`config.mk`:
```
export PLATFORM = sky130hd
export DESIGN_NAME = intctrl_vec_flat
export DESIGN_NICKNAME = d
export VERILOG_FILES = /design/src/rtl/intctrl_vec_if.sv /design/src/rtl/intctrl_vec.sv /design/src/flat_wrapper.sv
export SDC_FILE = /design/constraint.sdc
export NUM_CORES = 1
export LEC_CHECK = 0
export ABC_CLOCK_PERIOD_IN_PS = 2700
export CAP_MARGIN = 20
export CELL_PAD_IN_SITES_DETAIL_PLACEMENT = 1
export CELL_PAD_IN_SITES_GLOBAL_PLACEMENT = 1
export CORE_AREA = 3 3 78 135
export DETAILED_ROUTE_END_ITERATION = 8
export DIE_AREA = 0 0 81 138
export PLACE_DENSITY_LB_ADDON = 0.05
export SLEW_MARGIN = 0
export SYNTH_ARGS = -nofsm -noshare
export SYNTH_HDL_FRONTEND = slang
export SYNTH_SLANG_ARGS = --single-unit
```
`constraint.sdc`:
```
create_clock -name clk_i -period 2.7 [get_ports clk_i]
set_input_delay 0.27 -clock clk_i [delete_from_list [all_inputs] [get_ports clk_i]]
set_output_delay 0.27 -clock clk_i [all_outputs]
set_load 0.01 [all_outputs]
```
`src/rtl/intctrl_vec_if.sv`:
```
// if_wb: 32-bit Wishbone classic bus shared by an IO-decoder master and register slaves.
interface if_wb;
  logic [31:0] adr;
  logic [31:0] dat_i;
  logic [31:0] dat_o;
  logic [3:0]  sel;
  logic        cyc;
  logic        stb;
  logic        we;
  logic        ack;
  modport master (output adr, dat_i, sel, cyc, stb, we, input dat_o, ack);
  modport slave (input adr, dat_i, sel, cyc, stb, we, output dat_o, ack);
endinterface

```
`src/rtl/intctrl_vec.sv`:
```
// intctrl_vec: prioritised interrupt vector encoder with per-source mask, level/edge mode,
// latched pending bits, an in-service state machine and Wishbone register access.
module intctrl_vec #(
  parameter int NSRC = 8,
  parameter int VECW = 4,
  parameter int SYNC = 2
) (
  input  logic            clk_i,
  input  logic            rst_ni,
  if_wb.slave             bus,
  input  logic [NSRC-1:0] src,
  input  logic            enabled,
  output logic [VECW-1:0] cpu_exception,
  output logic            irq_pending
);
  typedef enum logic [1:0] {IDLE = 2'd0, ASSERT = 2'd1, SERVICE = 2'd2} state_t;
  state_t          state, state_nx;
  logic [NSRC-1:0] sync_q [SYNC];
  logic [NSRC-1:0] s, s_d, rise, pend, pend_nx, mask, mode, elig, clr, svc_clr, wd, wm;
  logic [VECW-1:0] vec, vec_nx, win;
  logic [31:0]     bmask, rdata;
  logic            acc, wr;
  assign s       = sync_q[SYNC-1];
  assign rise    = s & ~s_d;
  assign elig    = pend & mask;
  assign acc     = bus.cyc & bus.stb & ~bus.ack;
  assign wr      = bus.cyc & bus.stb & bus.we & bus.ack;
  assign bmask   = {{8{bus.sel[3]}}, {8{bus.sel[2]}}, {8{bus.sel[1]}}, {8{bus.sel[0]}}};
  assign wm      = bmask[NSRC-1:0];
  assign wd      = bus.dat_i[NSRC-1:0];
  assign clr     = (wr && bus.adr[3:2] == 2'd0 ? wd & wm : '0) | svc_clr;
  // set beats clear for edge bits; level bits simply mirror the synchronised input
  assign pend_nx = (~mode & s) | (mode & ((pend & ~clr) | rise));
  always_comb begin
    win = '0;
    for (int i = NSRC - 1; i >= 0; i--) if (elig[i]) win = VECW'(i + 1);
  end
  always_comb begin
    state_nx = state;
    vec_nx   = vec;
    svc_clr  = '0;
    case (state)
      IDLE: if (enabled && |elig) begin
        state_nx = ASSERT;
        vec_nx   = win;
      end
      ASSERT: if (~|elig) state_nx = IDLE;
      else if (!enabled) begin
        state_nx = SERVICE;
        svc_clr  = mode & (NSRC'(1) << (vec - VECW'(1)));
      end
      else if (win < vec) vec_nx = win;
      SERVICE: if (enabled) state_nx = IDLE;
      default: state_nx = IDLE;
    endcase
  end
  always_comb begin
    rdata = '0;
    case (bus.adr[3:2])
      2'd0: rdata[NSRC-1:0] = pend;
      2'd1: rdata[NSRC-1:0] = mask;
      2'd2: rdata[NSRC-1:0] = mode;
      default: begin
        rdata[1:0]  = state;
        rdata[15:8] = 8'(vec);
      end
    endcase
  end
  always_ff @(posedge clk_i or negedge rst_ni)
    if (!rst_ni) begin
      for (int i = 0; i < SYNC; i++) sync_q[i] <= '0;
      s_d           <= '0;
      pend          <= '0;
      mask          <= '0;
      mode          <= '0;
      state         <= IDLE;
      vec           <= '0;
      cpu_exception <= '0;
      irq_pending   <= 1'b0;
      bus.ack       <= 1'b0;
      bus.dat_o     <= '0;
    end else begin
      sync_q[0] <= src;
      for (int i = 1; i < SYNC; i++) sync_q[i] <= sync_q[i-1];
      s_d           <= s;
      pend          <= pend_nx;
      if (wr && bus.adr[3:2] == 2'd1) mask <= (mask & ~wm) | (wd & wm);
      if (wr && bus.adr[3:2] == 2'd2) mode <= (mode & ~wm) | (wd & wm);
      state         <= state_nx;
      vec           <= vec_nx;
      cpu_exception <= state == ASSERT ? vec : '0;
      irq_pending   <= |elig;
      bus.ack       <= acc;
      if (acc) bus.dat_o <= rdata;
    end
endmodule

```
`src/flat_wrapper.sv`:
```
// flat-port wrapper written by rule: the top's interface ports become plain ports
module intctrl_vec_flat 
#(
  parameter int NSRC = 8,
  parameter int VECW = 4,
  parameter int SYNC = 2
)
  (clk_i, rst_ni, src, enabled, cpu_exception, irq_pending, bus_adr, bus_dat_i, bus_sel, bus_cyc, bus_stb, bus_we, bus_dat_o, bus_ack);
  if_wb bus_i ();
  input  logic clk_i;
  input  logic rst_ni;
  input  logic [NSRC-1:0] src;
  input  logic enabled;
  output logic [VECW-1:0] cpu_exception;
  output logic irq_pending;
  input wire logic [$bits(bus_i.adr)-1:0] bus_adr;
  input wire logic [$bits(bus_i.dat_i)-1:0] bus_dat_i;
  input wire logic [$bits(bus_i.sel)-1:0] bus_sel;
  input wire logic [$bits(bus_i.cyc)-1:0] bus_cyc;
  input wire logic [$bits(bus_i.stb)-1:0] bus_stb;
  input wire logic [$bits(bus_i.we)-1:0] bus_we;
  output wire logic [$bits(bus_i.dat_o)-1:0] bus_dat_o;
  output wire logic [$bits(bus_i.ack)-1:0] bus_ack;
  assign bus_i.adr = bus_adr;
  assign bus_i.dat_i = bus_dat_i;
  assign bus_i.sel = bus_sel;
  assign bus_i.cyc = bus_cyc;
  assign bus_i.stb = bus_stb;
  assign bus_i.we = bus_we;
  assign bus_dat_o = bus_i.dat_o;
  assign bus_ack = bus_i.ack;
  intctrl_vec #(.NSRC(NSRC), .VECW(VECW), .SYNC(SYNC)) u_core (.clk_i(clk_i), .rst_ni(rst_ni), .bus(bus_i), .src(src), .enabled(enabled), .cpu_exception(cpu_exception), .irq_pending(irq_pending));
endmodule
```
# Yosys cells after proc, flatten, opt, wreduce, memory -nomap -nowiden

Index checks and enable logic that the tools add are counted.

Word-level logic and storage cells: 85
Bits of input ports: 82
Output and inout bits: 38
Register bits after elaboration: 76

Magnitude comparators: 1
Add/sub/neg operators: 1
Reductions and logical operators: 11
Eq/ne operators: 10
Shifts and indexed selects: 1
Bitwise gates (word level): 23
Muxes and demuxes: 26

Operator list:

| kind                  | number |
|---|---|
| $and A8 B8 Y8         | 9 |
| $mux W4               | 14 |
| $or A8 B8 Y8          | 5 |
| $mux W8               | 4 |
| $not A8 Y8            | 4 |
| $pmux W6 S3           | 1 |
| $pmux W2 S3           | 2 |
| $mux W2               | 4 |
| $pmux W4 S2           | 1 |
| $reduce_or A8 Y1      | 1 |
| $shl A1 B4 Y8 const A | 1 |
| $ne A2 B1 Y1 const B  | 3 |
| $reduce_and A5 Y1     | 1 |
| $and A1 B1 Y1         | 4 |
| $eq A2 B1 Y1 const B  | 2 |
| $eq A2 B2 Y1 const B  | 2 |
| $logic_and A1 B1 Y1   | 4 |
| $logic_not A2 Y1      | 2 |
| $lt A4 B4 Y1          | 1 |
| $ne A2 B2 Y1 const B  | 2 |
| $sub A4 B1 Y4 const B | 1 |
| $ne A3 B3 Y1 const B  | 1 |
| $reduce_and A3 Y1     | 1 |
| $reduce_or A3 Y1      | 1 |
| 2 further kinds       | 2 |

# Longest topological paths before layout

Word-level depth: 14
Gate-level depth with buffers: 9
Gate-level depth less buffers: 9

# Worst setup path after synthesis

Ideal clock, no wire load.

Path type: reg-to-reg
Start: reg (tool-made name)
End: reg u_core.vec[1]
Data required time: 2575 ps
Buffers on the path: 0
Stages on the path, launching flop included: 9
Setup time: 125 ps
Setup slack: 421 ps
Arrival: 2154 ps
Period minus slack after synthesis: 2279 ps
Path through: dfrtp_1 a222oi_1 nand3_1 nor2_1 ha_1 a211o_1 nor3_1 o21ai_2 mux2_2

RTL lines:

| element                | line              | source |
|---|---|---|
| end signal: assignment | intctrl_vec.sv:90 | `vec <= vec_nx;` |
| end: declaration       | intctrl_vec.sv:20 | `logic [VECW-1:0] vec, vec_nx, win;` |

==> run_results.csv <==
group,metric,value,unit
cells_and_area,area_delta_synth_final,28.3,%
outcome,outcome,"finished, final reports clean",
clock_network,h-tree-depth,3,
job,drv_cap,0,
cells_and_area,drive_gt1_frac,0.180,
worst_setup_path,crit_arrival,2670,ps
sta,post-route-min-period,2460,ps
grt,grt_max_degree,73,
yosys,ys_async_sr_fraction,1.00,
floorplan,num_io_pins,120,
cells_and_area,n_antenna_cell,0,
hold_path,min_from,"u_core.sync_q[9]",
yosys,yosys_warnings,0,
yosys,synth_seq_area_share,0.580,
worst_setup_path,cp_slowest_cell,"dfrtp_1",
worst_setup_path,cp_max_fo,3,
clock_network,clock_sinks,72,
sta,maxSlewViolCount,0,
floorplan,die_x,81,um
route,avgRoutedWirePerCell,16.4,um
yosys,ys_ff_latch,72,
clock_network,cts_inserted_buffers,9,
clock_network,cts_tree,"yes",
placed_design,gp_congestion,0.745,
power_and_ir_drop,total_power,2.96,mW
worst_setup_path,crit_required,2910,ps
route,totalWireLength,7460,um
clock_network,path_clk_slew,60,ps
grt,grt_pass1_wl,12300,um
cells_and_area,final_nets,413,
route,drt_pass1_iterations,4,
sta,period_share,0.912,
placed_design,dp_hpwl,5670,um
yosys,syn_area_per_cell,11.3,um2
floorplan,rows,47,
power_and_ir_drop,power_density,743,mW/mm2
sta,slew_headroom,0.629,
sta,worstMarginPinSlew,555,ps
worst_setup_path,path_cells,"a222oi_1 -> buf_4 -> a21boi_0 -> ha_1 -> nor2_1 -> nand2_1 -> o211ai_1 -> o21ai_2 -> mux2_2",
floorplan,core,0.00953,mm2
sta,clock_skew,5.20,ps
route,vias_per_cell,4.67,
worst_setup_path,worst_r2r_endpoint,"u_core.vec[1]",
power_and_ir_drop,peakVddDrop,0.342,mV
hold_path,hold_class,"reg -> reg",
grt,grt.total_usage,0.147,
grt,grt-ovfl-total,0,
floorplan,die-area,0.0112,mm2
sta,hold_violations,0,
grt,antenna_found_initial,0,
route,route.detailed.drc,0,
worst_setup_path,setup.worst_path.start_class,"flop",
worst_setup_path,critPathKind,"reg -> reg",
yosys,synth_edf_count,0,
clock_network,root_buffer,"clkbuf_16",
route,routed-via-count,2124,
sta,max_freq,0.406,GHz
hold_path,min_path_cells,0,
hold_path,hold_end,"u_core.s[1]",
sta,setup_viol,0,
floorplan,die_h,138,um
clock_network,cts_buffer_depth,2,
yosys,synth_top_flop_cell,"dfrtp_1",
worst_setup_path,r2r_slack,240,ps
route,drt-initial-drc-count,80,
sta,setup_tns,0,ps
sta,rsz0062_at_grt,"no",
clock_network,worstSkewPairLatency,330,ps
worst_setup_path,crit_buf_inv,1,
placed_design,port_buffers,42,
route,postRouteAntennaNets,0,
yosys,synth_cell_types,42,
worst_setup_path,cp_top_family,"compound AO/OA/AOI/OAI gates",
power_and_ir_drop,power.leakage,1.80,nW
worst_setup_path,critPathCaptureType,"flop",
worst_setup_path,rr_worst_depth,9,
yosys,synthCells,274,
grt,grt_pass1_vias,2315,
worst_setup_path,slowest_delay,390,ps
yosys,syn_area,0.00311,mm2
floorplan,start_util,0.326,
final cells by class:
class / count / area (um2)
fill: 1071 / 5540
timing repair buffer: 54 / 520
inverter: 5 / 18.8
sequential: 72 / 1800
tap: 122 / 153
clock inverter: 7 / 96.3
multi-input combinational: 186 / 1170
clock buffer: 9 / 225
through the flow:
step	worst slack, ps	std cells	util	hold WS, ps	instance area (um2)
6_report	238	455	0.419	348	3990
5_1_grt	4.60	455	0.419	355	3990
4_1_cts	163	455	0.418	349	3990
3_5_place_dp	163	438	0.384	331	3650
3_3_place_gp	186	438	0.384	333	3650
2_1_floorplan	421	293	-	-25.6	3180
Yosys cell counts (2+ instances only):
cell / count / area share
dfrtp_1: 72 / 0.58
nand2_1: 42 / 0.051
mux2_2: 21 / 0.076
buf_4: 20 / 0.048
a21oi_1: 15 / 0.024
nor2_1: 13 / 0.016
o21ai_0: 13 / 0.021
nand3_1: 9 / 0.014
clkbuf_1: 8 / 0.0097
mux2i_1: 6 / 0.019
a22o_1: 5 / 0.014
inv_1: 5 / 0.0060
and2_1: 4 / 0.0081
nand4_1: 4 / 0.0081
ha_1: 3 / 0.012
nor3_1: 3 / 0.0048
a22oi_1: 2 / 0.0048
and3_1: 2 / 0.0040
mux4_2: 2 / 0.014
nor2b_1: 2 / 0.0040
o21ai_2: 2 / 0.0056
what timing repair did:
item | 4_1_cts | 5_1_grt
endpoints found under the setup margin | 0 | 3
hold buffers | 1 | 0
setup buffers | 0 | 0
resized for setup | 0 | 1
endpoints found under the hold margin | 72 | 0
routing by layer:
metal / global-route usage / part of all wire / vias up
li1: - / - / 1021
met3: 0.0313 / 0.040 / 10
met2: 0.251 / 0.54 / 52
met5: 0 / 0 / -
met4: 0.0677 / 0.024 / 0
met1: 0.173 / 0.40 / 1041
report_power, final:
group	leakage, nW	internal [mW]	switching [mW]
combinational	0.737	0.210	0.214
sequential	0.916	1.17	0.0987
clock	0.148	0.808	0.463
total	1.80	2.19	0.775
cells in the final DEF, fill, tap and decap left out, drive strengths merged, types with 3 or more instances in the layout:
cell type and count:
nand4 5, mux2 21, nor3 3, a22o 6, clkbuf 9, inv 5
nand2 42, clkdlybuf4s50 41, a21oi 15, ha 3, dfrtp 72, buf 12
mux2i 6, and2 4, o21ai 16, clkinvlp 3, nand3 9, conb 20
nor2 13
cells by family after synthesis:
family / after synthesis / synth area share
DFF: 72 / 0.580
AOI/OAI and AO/OA: 48 / 0.0986
muxes: 29 / 0.110
adders and majority gates: 3 / 0.0121
and+or+nand+nor: 86 / 0.132
buffers and inverters: 35 / 0.0668
other: 1 / 0.00121
worst max-delay path by stage:
stage	start	end	slack (ps)	cells past startpoint
2_1_floorplan	flop	u_core.vec[1]	420	8
3_3_place_gp	flop	u_core.vec[3]	190	9
3_5_place_dp	flop	u_core.vec[1]	160	9
4_1_cts	flop	u_core.vec[1]	160	9
5_1_grt	flop	u_core.vec[1]	5	9
6_report	flop	u_core.vec[1]	240	9
(Power assumes the default switching activity.)
